### config.mk
export PLATFORM = sky130hd
export DESIGN_NAME = placement_wirelength_eval
export DESIGN_NICKNAME = d
export VERILOG_FILES = /design/src/rtl/placement_eval_pkg.sv /design/src/rtl/manhattan_dist.sv /design/src/rtl/placement_wirelength_eval.sv
export SDC_FILE = /design/constraint.sdc
export NUM_CORES = 1
export LEC_CHECK = 0
export ABC_AREA = 1
export BUFFER_PORTS_ARGS = -buffer_cell sky130_fd_sc_hd__buf_4
export CAP_MARGIN = 10
export CORE_MARGIN = 3
export CORE_UTILIZATION = 45
export CTS_CLUSTER_SIZE = 20
export DETAILED_ROUTE_END_ITERATION = 10
export REMOVE_ABC_BUFFERS = 1
export SLEW_MARGIN = 10
export SYNTH_ARGS = -nofsm -noshare
export SYNTH_HDL_FRONTEND = slang
export SYNTH_SLANG_ARGS = --single-unit
export TNS_END_PERCENT = 5
### constraint.sdc
create_clock -name clk -period 13.3 [get_ports clk]
set_clock_uncertainty 0.15 [all_clocks]
set_input_delay 2.66 -clock clk [delete_from_list [all_inputs] [get_ports clk]]
set_output_delay 2.66 -clock clk [all_outputs]
set_load 0.02 [all_outputs]
### src/rtl/placement_eval_pkg.sv
// placement_eval_pkg: shared FSM states, unplaced marker and default widths for the wirelength evaluator
package placement_eval_pkg;
  localparam int DEF_DATA_W = 32;
  localparam int DEF_EDGE_AW = 8;
  localparam int DEF_POS_AW = 7;
  localparam int WAIT_CYCLES = 1;
  localparam logic [DEF_DATA_W-1:0] UNPLACED = '1;
  typedef enum logic [3:0] {
    S_IDLE, S_EREQ, S_EWAIT, S_AREQ, S_AWAIT, S_BREQ, S_BWAIT, S_DIFF, S_ACC, S_DONE
  } state_t;
endpackage

### src/rtl/manhattan_dist.sv
// manhattan_dist: two's-complement abs difference of two points, their sum and the ceil-halved 1-hop term
module manhattan_dist
  import placement_eval_pkg::*;
#(
  parameter int DATA_W = DEF_DATA_W
) (
  input  logic [DATA_W-1:0] ax,
  input  logic [DATA_W-1:0] ay,
  input  logic [DATA_W-1:0] bx,
  input  logic [DATA_W-1:0] by,
  output logic [DATA_W-1:0] dx,
  output logic [DATA_W-1:0] dy,
  output logic [DATA_W-1:0] dsum,
  output logic [DATA_W-1:0] hop
);
  logic [DATA_W-1:0] ddx, ddy;
  // abs of signed differences; ceil(d/2) is (d>>1) plus the dropped low bit
  always_comb begin
    ddx = ax - bx;
    ddy = ay - by;
    dx = ddx[DATA_W-1] ? -ddx : ddx;
    dy = ddy[DATA_W-1] ? -ddy : ddy;
    dsum = dx + dy;
    hop = (dx >> 1) + DATA_W'(dx[0]) + (dy >> 1) + DATA_W'(dy[0]);
  end
endmodule

### src/rtl/placement_wirelength_eval.sv
// placement_wirelength_eval: walks the edge list and accumulates Manhattan and 1-hop wirelength (optional EVAL_MAXDIST_EN adds max_dist)
module placement_wirelength_eval
  import placement_eval_pkg::*;
#(
  parameter int N_EDGE = 52,
  parameter int DATA_W = DEF_DATA_W,
  parameter int EDGE_AW = DEF_EDGE_AW,
  parameter int POS_AW = DEF_POS_AW
) (
  input  logic               clk,
  input  logic               reset,
  input  logic               start,
  output logic               busy,
  output logic               done,
  output logic               edge_rd,
  output logic [EDGE_AW-1:0] edge_addr,
  input  logic [DATA_W-1:0]  edge_a,
  input  logic [DATA_W-1:0]  edge_b,
  output logic               pos_rd,
  output logic [POS_AW-1:0]  pos_addr,
  input  logic [DATA_W-1:0]  pos_x,
  input  logic [DATA_W-1:0]  pos_y,
  output logic [DATA_W-1:0]  cost_sum,
  output logic [DATA_W-1:0]  cost_1hop,
  output logic               err_unplaced,
  output logic [EDGE_AW-1:0] edges_skipped
`ifdef EVAL_MAXDIST_EN
  ,
  output logic [DATA_W-1:0]  max_dist
`endif
);
  localparam logic [DATA_W-1:0] UNP = {DATA_W{UNPLACED[0]}};
  localparam logic [DATA_W-1:0] ONE = DATA_W'(1);
  state_t state, state_n;
  logic [EDGE_AW-1:0] i;
  logic [POS_AW-1:0] b;
  logic [DATA_W-1:0] ax, ay, bx, by, dx, dy, dsum, hop;
  logic skip, last, unused_bits;
  assign unused_bits = ^{edge_a[DATA_W-1:POS_AW], edge_b[DATA_W-1:POS_AW], dx, dy};
  assign last = i == EDGE_AW'(N_EDGE - 1);
  manhattan_dist #(.DATA_W(DATA_W)) u_dist (
    .ax(ax), .ay(ay), .bx(bx), .by(by), .dx(dx), .dy(dy), .dsum(dsum), .hop(hop)
  );
  // next state and the memory-request strobes decoded from the current state
  always_comb begin
    state_n = state;
    case (state)
      S_IDLE:  state_n = start ? ((N_EDGE == 0) ? S_DONE : S_EREQ) : S_IDLE;
      S_EREQ:  state_n = S_EWAIT;
      S_EWAIT: state_n = S_AREQ;
      S_AREQ:  state_n = S_AWAIT;
      S_AWAIT: state_n = S_BREQ;
      S_BREQ:  state_n = S_BWAIT;
      S_BWAIT: state_n = S_DIFF;
      S_DIFF:  state_n = S_ACC;
      S_ACC:   state_n = last ? S_DONE : S_EREQ;
      default: state_n = S_IDLE;
    endcase
    busy = state != S_IDLE && state != S_DONE;
    done = state == S_DONE;
    edge_rd = state == S_EREQ;
    edge_addr = i;
    pos_rd = state == S_AREQ || state == S_BREQ;
    pos_addr = (state == S_AREQ) ? edge_a[POS_AW-1:0] : b;
  end
  // state register, operand latches and result accumulators
  always_ff @(posedge clk or posedge reset) begin
    if (reset) begin
      state <= S_IDLE;
      i <= '0;
      b <= '0;
      ax <= '0;
      ay <= '0;
      bx <= '0;
      by <= '0;
      skip <= 1'b0;
      cost_sum <= '0;
      cost_1hop <= '0;
      err_unplaced <= 1'b0;
      edges_skipped <= '0;
`ifdef EVAL_MAXDIST_EN
      max_dist <= '0;
`endif
    end else begin
      state <= state_n;
      case (state)
        S_IDLE: if (start) begin
          i <= '0;
          cost_sum <= '0;
          cost_1hop <= '0;
          err_unplaced <= 1'b0;
          edges_skipped <= '0;
`ifdef EVAL_MAXDIST_EN
          max_dist <= '0;
`endif
        end
        S_AREQ: b <= edge_b[POS_AW-1:0];
        S_BREQ: begin
          ax <= pos_x;
          ay <= pos_y;
        end
        S_DIFF: begin
          bx <= pos_x;
          by <= pos_y;
          skip <= ax == UNP || ay == UNP || pos_x == UNP || pos_y == UNP;
        end
        S_ACC: begin
          i <= i + EDGE_AW'(1);
          if (skip) begin
            err_unplaced <= 1'b1;
            edges_skipped <= edges_skipped + EDGE_AW'(1);
          end else begin
            cost_sum <= cost_sum + dsum - ONE;
            cost_1hop <= cost_1hop + hop - ONE;
`ifdef EVAL_MAXDIST_EN
            if (dsum > max_dist) max_dist <= dsum;
`endif
          end
        end
        default: ;
      endcase
    end
  end
endmodule

==> results of run 1 <==
==> metal layers <==
metal	routed length [µm]	GRT usage, %
met1	30000	35.3
met2	28300	41.8
met3	3120	3.17
met4	988	4.46
met5	0	0
==> layout by cell type (no fill, tap or decap), types with 7 or more instances in the layout <==
cell       synthesis  routed
nand3b_1          11      11
nand2_1          807     805
o21a_1             7       7
dfrtp_1          221     221
nand2_2           26      26
a31oi_1           15      15
inv_1            690     689
o22ai_1           32      32
inv_2             23      23
nand4_1           68      68
clkbuf_16          0      29
o21bai_1           8       8
xor2_1            58      58
a21oi_1          142     142
nor2_1           208     207
a21oi_2            8       7
buf_4              2     178
ha_1             190     190
xnor2_1           18      18
nand3_2            8       8
fa_1              65      65
nand3_1          114     114
nor4_1            21      21
nor3_1            35      35
o21ai_0          267     267
nor2_2            22      23
==> worst max-delay path, delay by kind of cell, from the launching register on <==
| family | cells | cell delay, ns |
|---|---|---|
| flops | 1 | 0.41 |
| simple gates | 19 | 2.22 |
| fa+ha+maj | 5 | 1.88 |
| compound gates | 6 | 1.86 |
| buf+inv | 4 | 0.54 |
==> final cells by class <==
type,count,share of cell area (%)
Timing Repair Buffer,178,5.51
Sequential cell,221,22.8
Inverter,715,11.1
Clock buffer,36,3.22
Clock inverter,11,0.572
Multi-Input combinational cell,2196,53.7
Tap cell,607,3.13
==> registers in the layout, summed over array words and instances (netlist names) <==
signal / cells
ax: 32
cost_sum: 32
err_unplaced: 1
b: 7
state: 4
edges_skipped: 8
bx: 32
skip: 1
by: 32
ay: 32
edge_addr: 8
cost_1hop: 32
==> through the flow <==
step	instance area, µm²	power [W]	setup WS, ns	hold WS [ns]
6_report	24300	0.00672	6.14	0.325
5_1_grt	24300	0.00750	5.31	0.347
4_1_cts	24300	0.00671	6.06	0.332
3_5_place_dp	23300	0.00589	6.09	0.317
3_3_place_gp	23300	0.00581	6.14	0.307
2_1_floorplan	21200	0.00457	4.44	0.293
==> power by group <==
part / total, W / internal [W] / leakage (nW) / switching (W)
clock network: 0.000778 / 0.000467 / 0.450 / 0.000311
logic: 0.00506 / 0.00179 / 10.5 / 0.00327
registers: 0.000878 / 0.000793 / 2.54 / 0.0000857
==> cells by family (layout without fill, tap and decap cells) <==
group                    after synthesis  in the layout  synth area share, %
XOR/XNOR                              80             80                 3.41
buffers and inverters                763            940                 13.5
flip-flops                           221            221                 25.8
adder cells (fa/ha/maj)              255            255                 17.2
AND/OR/NAND/NOR                     1342           1342                 26.9
AO/OA/AOI/OAI                        519            519                 13.2
==> path summary, 6_finish.rpt <==
| path | from | endpoint | slack (ns) | cells after the start |
|---|---|---|---|---|
| max | ay[14] | cost_sum[23] | 6.14 | 34 |
| min | b[3] | b[3] | 0.33 | 2 |
| max reg2reg | ay[14] | cost_sum[23] | 6.14 | 34 |
| min reg2reg | b[3] | b[3] | 0.33 | 2 |
| max in group asynchronous | reset | cost_1hop[26] | 9.59 | 3 |
| min in group asynchronous | reset | b[2] | 2.01 | 2 |
==> impl_results.md, run 1 <==
- CTS Buffer Depth: 3
- N_diodes: 0
- # resized after CTS: 0
- Crit-path max FO: 20
- Core ar.: 46800 µm²
- Top Ports: 223
- Post-route insts no fill: 3964
- Area of the multi-input gates: 13000 µm²
- Period minus WS final: 7.16 ns
- Placed insts: 3917
- Synth area leaders: dfrtp_1 (26%), nand2_1 (14%), inv_1 (12%)
- Root buffer cell: clkbuf_16
- DRC errors left: 0
- Layout cells sized above 1: 9.83%
- Clk Latency, worst-skew pair: 0.58 ns
- CTS Hold Buffers Added: 0
- Initial Utilization: 45.8%
- Avg Inst Size Synth: 6.73 µm²
- Most Frequent Cell on Critical Path: nand2_1
- Unrepaired setup endpoints after global routing: no
- CTS tree: built
- Max Freq: 140 MHz
- Die X: 224 µm
- Yosys top cell by area: dfrtp_1
- Pwr/cell area: 277 nW/µm²
- WL/cell: 15.7 µm
- Clock sink total: 221
- Register area: 5530 µm²
- Post-synthesis cell type count: 54
- Mapped Cells: 3180
- Synth async-reset ratio: 100%
- Detail Route Antenna Nets: 0
- Top-count cell post-synth: nand2_1
- Final nets: 3726
- Setup crit start kind: register
- WS Path Type: register to register
- Final Util: 51.9%
- Routed vias: 20269
- Drt pass-1 iters: 5
- Post-DP HPWL: 51.0 mm
- CP max stage cell: o21ai_0
- Sequential share of the synthesized area: 25.8%
- Final Routed Wirelength: 62.4 mm
- Initial antenna violation count: 0
- Mapped cell area: 21400 µm²
- Share of the synthesized area in the top cell type: 25.8%
- Signal arrival time at the worst endpoint: 7.48 ns
- Largest net degree at the start of global routing: 132
- Vias in the first global route: 19624
- Synth warn: 0
- IO Port Bufs: 172
- Static leakage: 13.5 nW
- Worst path max stage delay: 0.74 ns
- GRT overflow: 0
- Row count: 79
- Layout Area Growth over Synthesis: 13.3%
- Status: complete, no violations
- Fin. max-slew vios: 0
- Max-Cap Viols: 0
- Least-Margin Pin Slew: 1.13 ns
- GRT Total Usage: 25.0%
- Final hold viol count: 0
- Reg clk slew, reported paths: 0.06 ns
- Number of synthesized flops with an enable pin: 0
- Final period utilization: 53.8%
- H-tree Lvls: 1
- Post-synth top cells: nand2_1 (807), inv_1 (690), o21ai_0 (267)
- Slew headroom: 25.0%
- Worst vdd ir: 0.125 mV
- First-pass GRT wire length: 102 mm
- Nature of the critical path endpoint: register
- CTS buffer count: 28
- Via-to-Cell Ratio: 5.11
- Die span in y: 224 µm
- Final setup vio count: 0
- WP data required: 13.62 ns
- DRT iter0 DRCs: 1287
- Sum Neg Setup Slack: 0 ns
- Worst min path class: register to register
- Prevailing post-synth register cell: dfrtp_1
- Final estimated routing congestion in global placement: 0.919
- FF+latch count, synth: 221
- Post-CTS Setup Bufs: 0
- FILL cells: 4775
- Die Area: 50200 µm²
(Power assumes the default switching activity.)
==> inputs of run 2 (changes only) <==
--- a/config.mk
+++ b/config.mk
@@ -5,13 +5,14 @@
 export SDC_FILE = /design/constraint.sdc
 export NUM_CORES = 1
 export LEC_CHECK = 0
-export ABC_AREA = 1
+export ABC_AREA = 0
 export BUFFER_PORTS_ARGS = -buffer_cell sky130_fd_sc_hd__buf_4
 export CAP_MARGIN = 10
 export CORE_MARGIN = 3
 export CORE_UTILIZATION = 45
 export CTS_CLUSTER_SIZE = 20
 export DETAILED_ROUTE_END_ITERATION = 10
+export PLACE_DENSITY = 0.67
 export REMOVE_ABC_BUFFERS = 1
 export SLEW_MARGIN = 10
 export SYNTH_ARGS = -nofsm -noshare
==> constraint.sdc (replaced) <==
create_clock -name clk -period 5.8 [get_ports clk]
set_clock_uncertainty 0.15 [all_clocks]
set_input_delay 1.16 -clock clk [delete_from_list [all_inputs] [get_ports clk]]
set_output_delay 1.16 -clock clk [all_outputs]
set_load 0.02 [all_outputs]
==> impl_results.md, run 2 <==
- Routed vias: 18533
- Signal arrival time at the worst endpoint: 6.99 ns
- Largest net degree at the start of global routing: 129
- Sequential share of the synthesized area: 28.3%
- Row count: 75
- Share of the synthesized area in the top cell type: 28.3%
- Final nets: 3330
- Initial antenna violation count: 4
- R2r startpoint: ay[0]
- Max-Cap Viols: 0
- Worst reg-to-reg setup slack: -0.89 ns
- Crit-path max FO: 3
- Clock sink total: 221
- Drt pass-1 iters: 5
- Layout Area Growth over Synthesis: 43.0%
- Worst Setup SP: ay[0]
- DRT iter0 DRCs: 1034
- Fin. max-slew vios: 0
- Sum Neg Setup Slack: -14.09 ns
- Post-synthesis cell type count: 100
- Initial Utilization: 46.0%
- Delay-heaviest family, CP: compound AO/OA/AOI/OAI gates
- FF-to-FF path depth: 29
- Prevailing post-synth register cell: dfrtp_1
- Final hold viol count: 0
- CP max stage cell: fa_1
- Top sig layer: met5
- Top-count cell post-synth: inv_1
- Final period utilization: 115%
- Slew headroom: 36.6%
- Via-to-Cell Ratio: 5.24
- DR WL met3: 2.68 mm
- GRT overflow: 0
- WL/cell: 16.5 µm
- Setup ws final: -0.893 ns
- Final Routed Wirelength: 58.2 mm
- Clk Latency, worst-skew pair: 0.58 ns
- Post-route insts no fill: 3538
- N_diodes: 0
- Synth warn: 0
- Mapped Cells: 2166
- First-pass GRT wire length: 93.1 mm
- H-tree Lvls: 1
- Post-synth top cells: inv_1 (295), dfrtp_1 (221), ha_1 (190)
- Setup crit start kind: register
- Routed met1 length: 25.1 mm
- Synth async-reset ratio: 100%
- Layout cells sized above 1: 39.5%
- RR Endpoint: cost_1hop[31]
- Number of synthesized flops with an enable pin: 0
- CTS Buffer Depth: 3
- Yosys top cell by area: dfrtp_1
- FILL cells: 3501
- Top Ports: 223
- Least-Margin Pin Slew: 0.952 ns
- Hold slack: 0.329 ns
- GRT Total Usage: 24.3%
- Worst min path class: register to register
- Status: complete, but fails checks
- Final Util: 65.8%
- Detail Route Antenna Nets: 0
- Avg Inst Size Synth: 9.01 µm²
- WP data required: 6.09 ns
- CTS tree: built
- Worst path max stage delay: 0.55 ns
- Core ar.: 42400 µm²
- FF+latch count, synth: 221
- Reg clk slew, reported paths: 0.06 ns
- CTS buffer count: 27
- IO Port Bufs: 172
- Failing checks: negative setup slack
- CP Depth: 29
- Placed insts: 3453
- Die span in y: 214 µm
- Worst Setup EP: cost_1hop[31]
- Period minus WS final: 6.69 ns
- DRC errors left: 0
- Mapped cell area: 19500 µm²
- Final setup vio count: 32
- Die X: 214 µm
- Commonest non-fill, non-tap cells in the layout: buf_4 (805), inv_1 (289), dfrtp_1 (221), nand2_1 (181), ha_1 (170)
- Nature of the critical path endpoint: register
- Die Area: 45900 µm²
- Unrepaired setup endpoints after global routing: yes
- Max Freq: 149 MHz
- Critical path buffers and inverters: 5
- Root buffer cell: clkbuf_16
- Met2 Wirelength: 28.7 mm
- Post-DP HPWL: 45.3 mm
- Commonest non-fill, non-tap cell in the layout: buf_4
- Final estimated routing congestion in global placement: 0.935
- Synth area leaders: dfrtp_1 (28%), ha_1 (12%), mux2_2 (7.3%)
- Vias in the first global route: 19090
- WS Path Type: register to register
==> run 2: kinds of logic (layout without fill, tap and decap cells) <==
family / Yosys count / after routing / synth area share (%)
multiplexers: 130 / 130 / 7.48
buffers and inverters: 356 / 1151 / 7.19
flip-flops: 221 / 221 / 28.3
AO/OA/AOI/OAI: 501 / 501 / 16.8
XOR/XNOR: 164 / 164 / 7.36
adder cells (fa/ha/maj): 255 / 255 / 18.8
AND/OR/NAND/NOR: 539 / 539 / 14.0
==> run 2: repair_timing <==
item | in CTS | in global routing
buffers inserted | 25 | 17
pin swaps | 55 | 82
hold buffers | 0 | 0
gates resized for setup | 89 | 120
setup endpoints to repair | 52 | 46
==> run 2: tightest hold or removal path, stage by stage, from the launching register on <==
cell	delay, ns
dfrtp_1	0.32
nand2_1	0.07
nand2_1	0.06
==> run 2: worst min path at each step <==
stage,start,end,depth (start not counted)
2_1_floorplan,b[0],b[0],2
3_3_place_gp,b[5],b[5],2
3_5_place_dp,b[2],b[2],2
4_1_cts,b[2],b[2],2
5_1_grt,b[1],b[1],2
6_report,b[6],b[6],2
==> run 2: final cells by class <==
type                    count  area, µm²  area share, %
repair buffers            810       6110           21.9
clock inverters             9       90.1          0.323
well taps                 577        722           2.59
inverters                 295       1110           4.00
clock buffers              37        753           2.70
flip-flops and latches    221       5530           19.8
multi-input cells        1589      13600           48.7
==> run 2: layer usage <==
metal	track usage [%]	vias to the layer above
li1	-	9115
met1	30.9	8945
met2	43.0	366
met3	3.56	99
met4	6.96	8
met5	0	-
==> run 2: through the flow <==
stage | cell area [µm²] | worst slack [ns]
after global placement | 25800 | -1.68
after CTS | 27200 | -0.896
after detailed placement | 25800 | -1.86
after global routing | 27900 | -1.09
final | 27900 | -0.893
after floorplan | 19200 | -1.56
Power of run 2 is not shown: default switching activity piles up to over one toggle a cycle in this logic, so the estimate is an artifact.
==> inputs of run 3 (changes only) <==
--- a/config.mk
+++ b/config.mk
@@ -12,7 +12,7 @@
 export CORE_UTILIZATION = 45
 export CTS_CLUSTER_SIZE = 20
 export DETAILED_ROUTE_END_ITERATION = 10
-export PLACE_DENSITY = 0.67
+export PLACE_DENSITY = 0.69
 export REMOVE_ABC_BUFFERS = 1
 export SLEW_MARGIN = 10
 export SYNTH_ARGS = -nofsm -noshare
==> impl_results.md, run 3 (synthesis gave the netlist of run 2 again) <==
- Status: complete, but fails checks
- Failing checks: negative setup slack
- Max-Cap Viols: 0
- Worst min path class: register to register
- Commonest non-fill, non-tap cells in the layout: buf_4 (820), inv_1 (284), dfrtp_1 (221), nand2_1 (179), ha_1 (165)
- Detail Route Antenna Nets: 0
- Signal arrival time at the worst endpoint: 7.07 ns
- Worst path max stage delay: 0.49 ns
- Routed vias: 19156
- Sum Neg Setup Slack: -15.74 ns
- Die span in y: 214 µm
- Top Ports: 223
- Die X: 214 µm
- N_diodes: 0
- Placed Area: 25700 µm²
- Row count: 75
- Vias in the first global route: 19871
- Final estimated routing congestion in global placement: 0.943
- WP data required: 6.09 ns
- Setup crit start kind: register
- Least-Margin Pin Slew: 0.942 ns
- Register area: 5530 µm²
- Most Frequent Cell on Critical Path: buf_4
- H-tree Lvls: 1
- Hold slack: 0.326 ns
- Final nets: 3345
- Drt pass-1 iters: 7
- Via-to-Cell Ratio: 5.39
- Fin area: 28200 µm²
- DRC errors left: 0
- Core ar.: 42400 µm²
- WL/cell: 17.4 µm
- CTS Buffer Depth: 3
- Clk Latency, worst-skew pair: 0.58 ns
- Layout Area Growth over Synthesis: 44.3%
- Initial antenna violation count: 6
- Final setup vio count: 34
- Setup ws final: -0.979 ns
- GRT overflow: 0
- Final period utilization: 117%
- Crit-path max FO: 4
- Period minus WS final: 6.78 ns
- CP max stage cell: fa_1
- Reg clk slew, reported paths: 0.06 ns
- Largest net degree at the start of global routing: 118
- GRT Total Usage: 25.7%
- FILL cells: 3240
- First-pass GRT wire length: 98.6 mm
- Place WS: -1.59 ns
- Final Routed Wirelength: 61.9 mm
- Clock sink total: 221
- Commonest non-fill, non-tap cell in the layout: buf_4
- Area of the multi-input gates: 13700 µm²
- Initial Utilization: 46.0%
- Final hold viol count: 0
- WS Path Type: register to register
- Nature of the critical path endpoint: register
- Unrepaired setup endpoints after global routing: yes
- IO Port Bufs: 172
- Root buffer cell: clkbuf_16
- Slew headroom: 37.2%
- Fin. max-slew vios: 0
- DRT iter0 DRCs: 1372
- Layout cells sized above 1: 40.4%
- Max Freq: 148 MHz
- Post-DP HPWL: 46.1 mm
- Die Area: 45900 µm²
- CTS Hold Buffers Added: 0
- CTS tree: built
- CTS buffer count: 26
[run 3: cell count changes in the layout (fill, tap and decap cells not counted), moves of 4 or more]
cell     previous run  this run
ha_4               14        20
o21ai_2            11        15
a31oi_1            17        13
a31oi_2             3         7
nand3_1            36        32
buf_4             805       820
inv_2               5        10
ha_1              170       165
inv_1             289       284
[run 3: layout make-up]
type,count,share of cell area (%)
Inverter,295,3.96
Timing Repair Buffer,826,22.2
Clock buffer,38,2.61
Clock inverter,10,0.555
Sequential cell,221,19.6
Tap cell,577,2.56
Multi-Input combinational cell,1589,48.5
[run 3: repair_timing]
item | in CTS | in global routing
gates cloned | 0 | 0
pin swaps | 99 | 88
gates resized for setup | 126 | 99
setup endpoints to repair | 49 | 48
setup buffers | 42 | 21
[run 3: metal layers]
layer  share of wire, %  global-route usage, %  vias up
li1                   -                      -     9155
met2                 50                   46.6      546
met1                 41                   32.0     9306
met3                5.2                   3.51      137
met4                3.1                   7.34       12
met5               0.15                      0        -
[run 3: critical path, delay by kind of cell, from the launching register on]
family | cells | cell delay [ns]
flops | 1 | 0.38
fa+ha+maj | 4 | 1.17
buf+inv | 5 | 0.60
compound gates | 11 | 2.19
simple gates | 6 | 1.42
xor+xnor | 3 | 0.72
[run 3: final timing paths]
kind / cells past startpoint / slack, ns / end / startpoint
worst min register to register: 2 / 0.33 / b[0] / b[0]
worst max-delay path: 29 / -0.98 / cost_1hop[31] / by[1]
max in group asynchronous: 3 / 3.81 / by[0] / reset
min in group asynchronous: 2 / 0.58 / b[3] / reset
worst max register to register: 29 / -0.98 / cost_1hop[31] / by[1]
worst min-delay path: 2 / 0.33 / b[0] / b[0]
[run 3: through the flow]
step / std cells / util [%]
detailed placement: 3446 / 60.6
finish: 3556 / 66.4
global route: 3556 / 66.4
global placement: 3446 / 60.6
CTS: 3536 / 64.8
floorplan: 2105 / -
Power of run 3 is left out for the same reason.
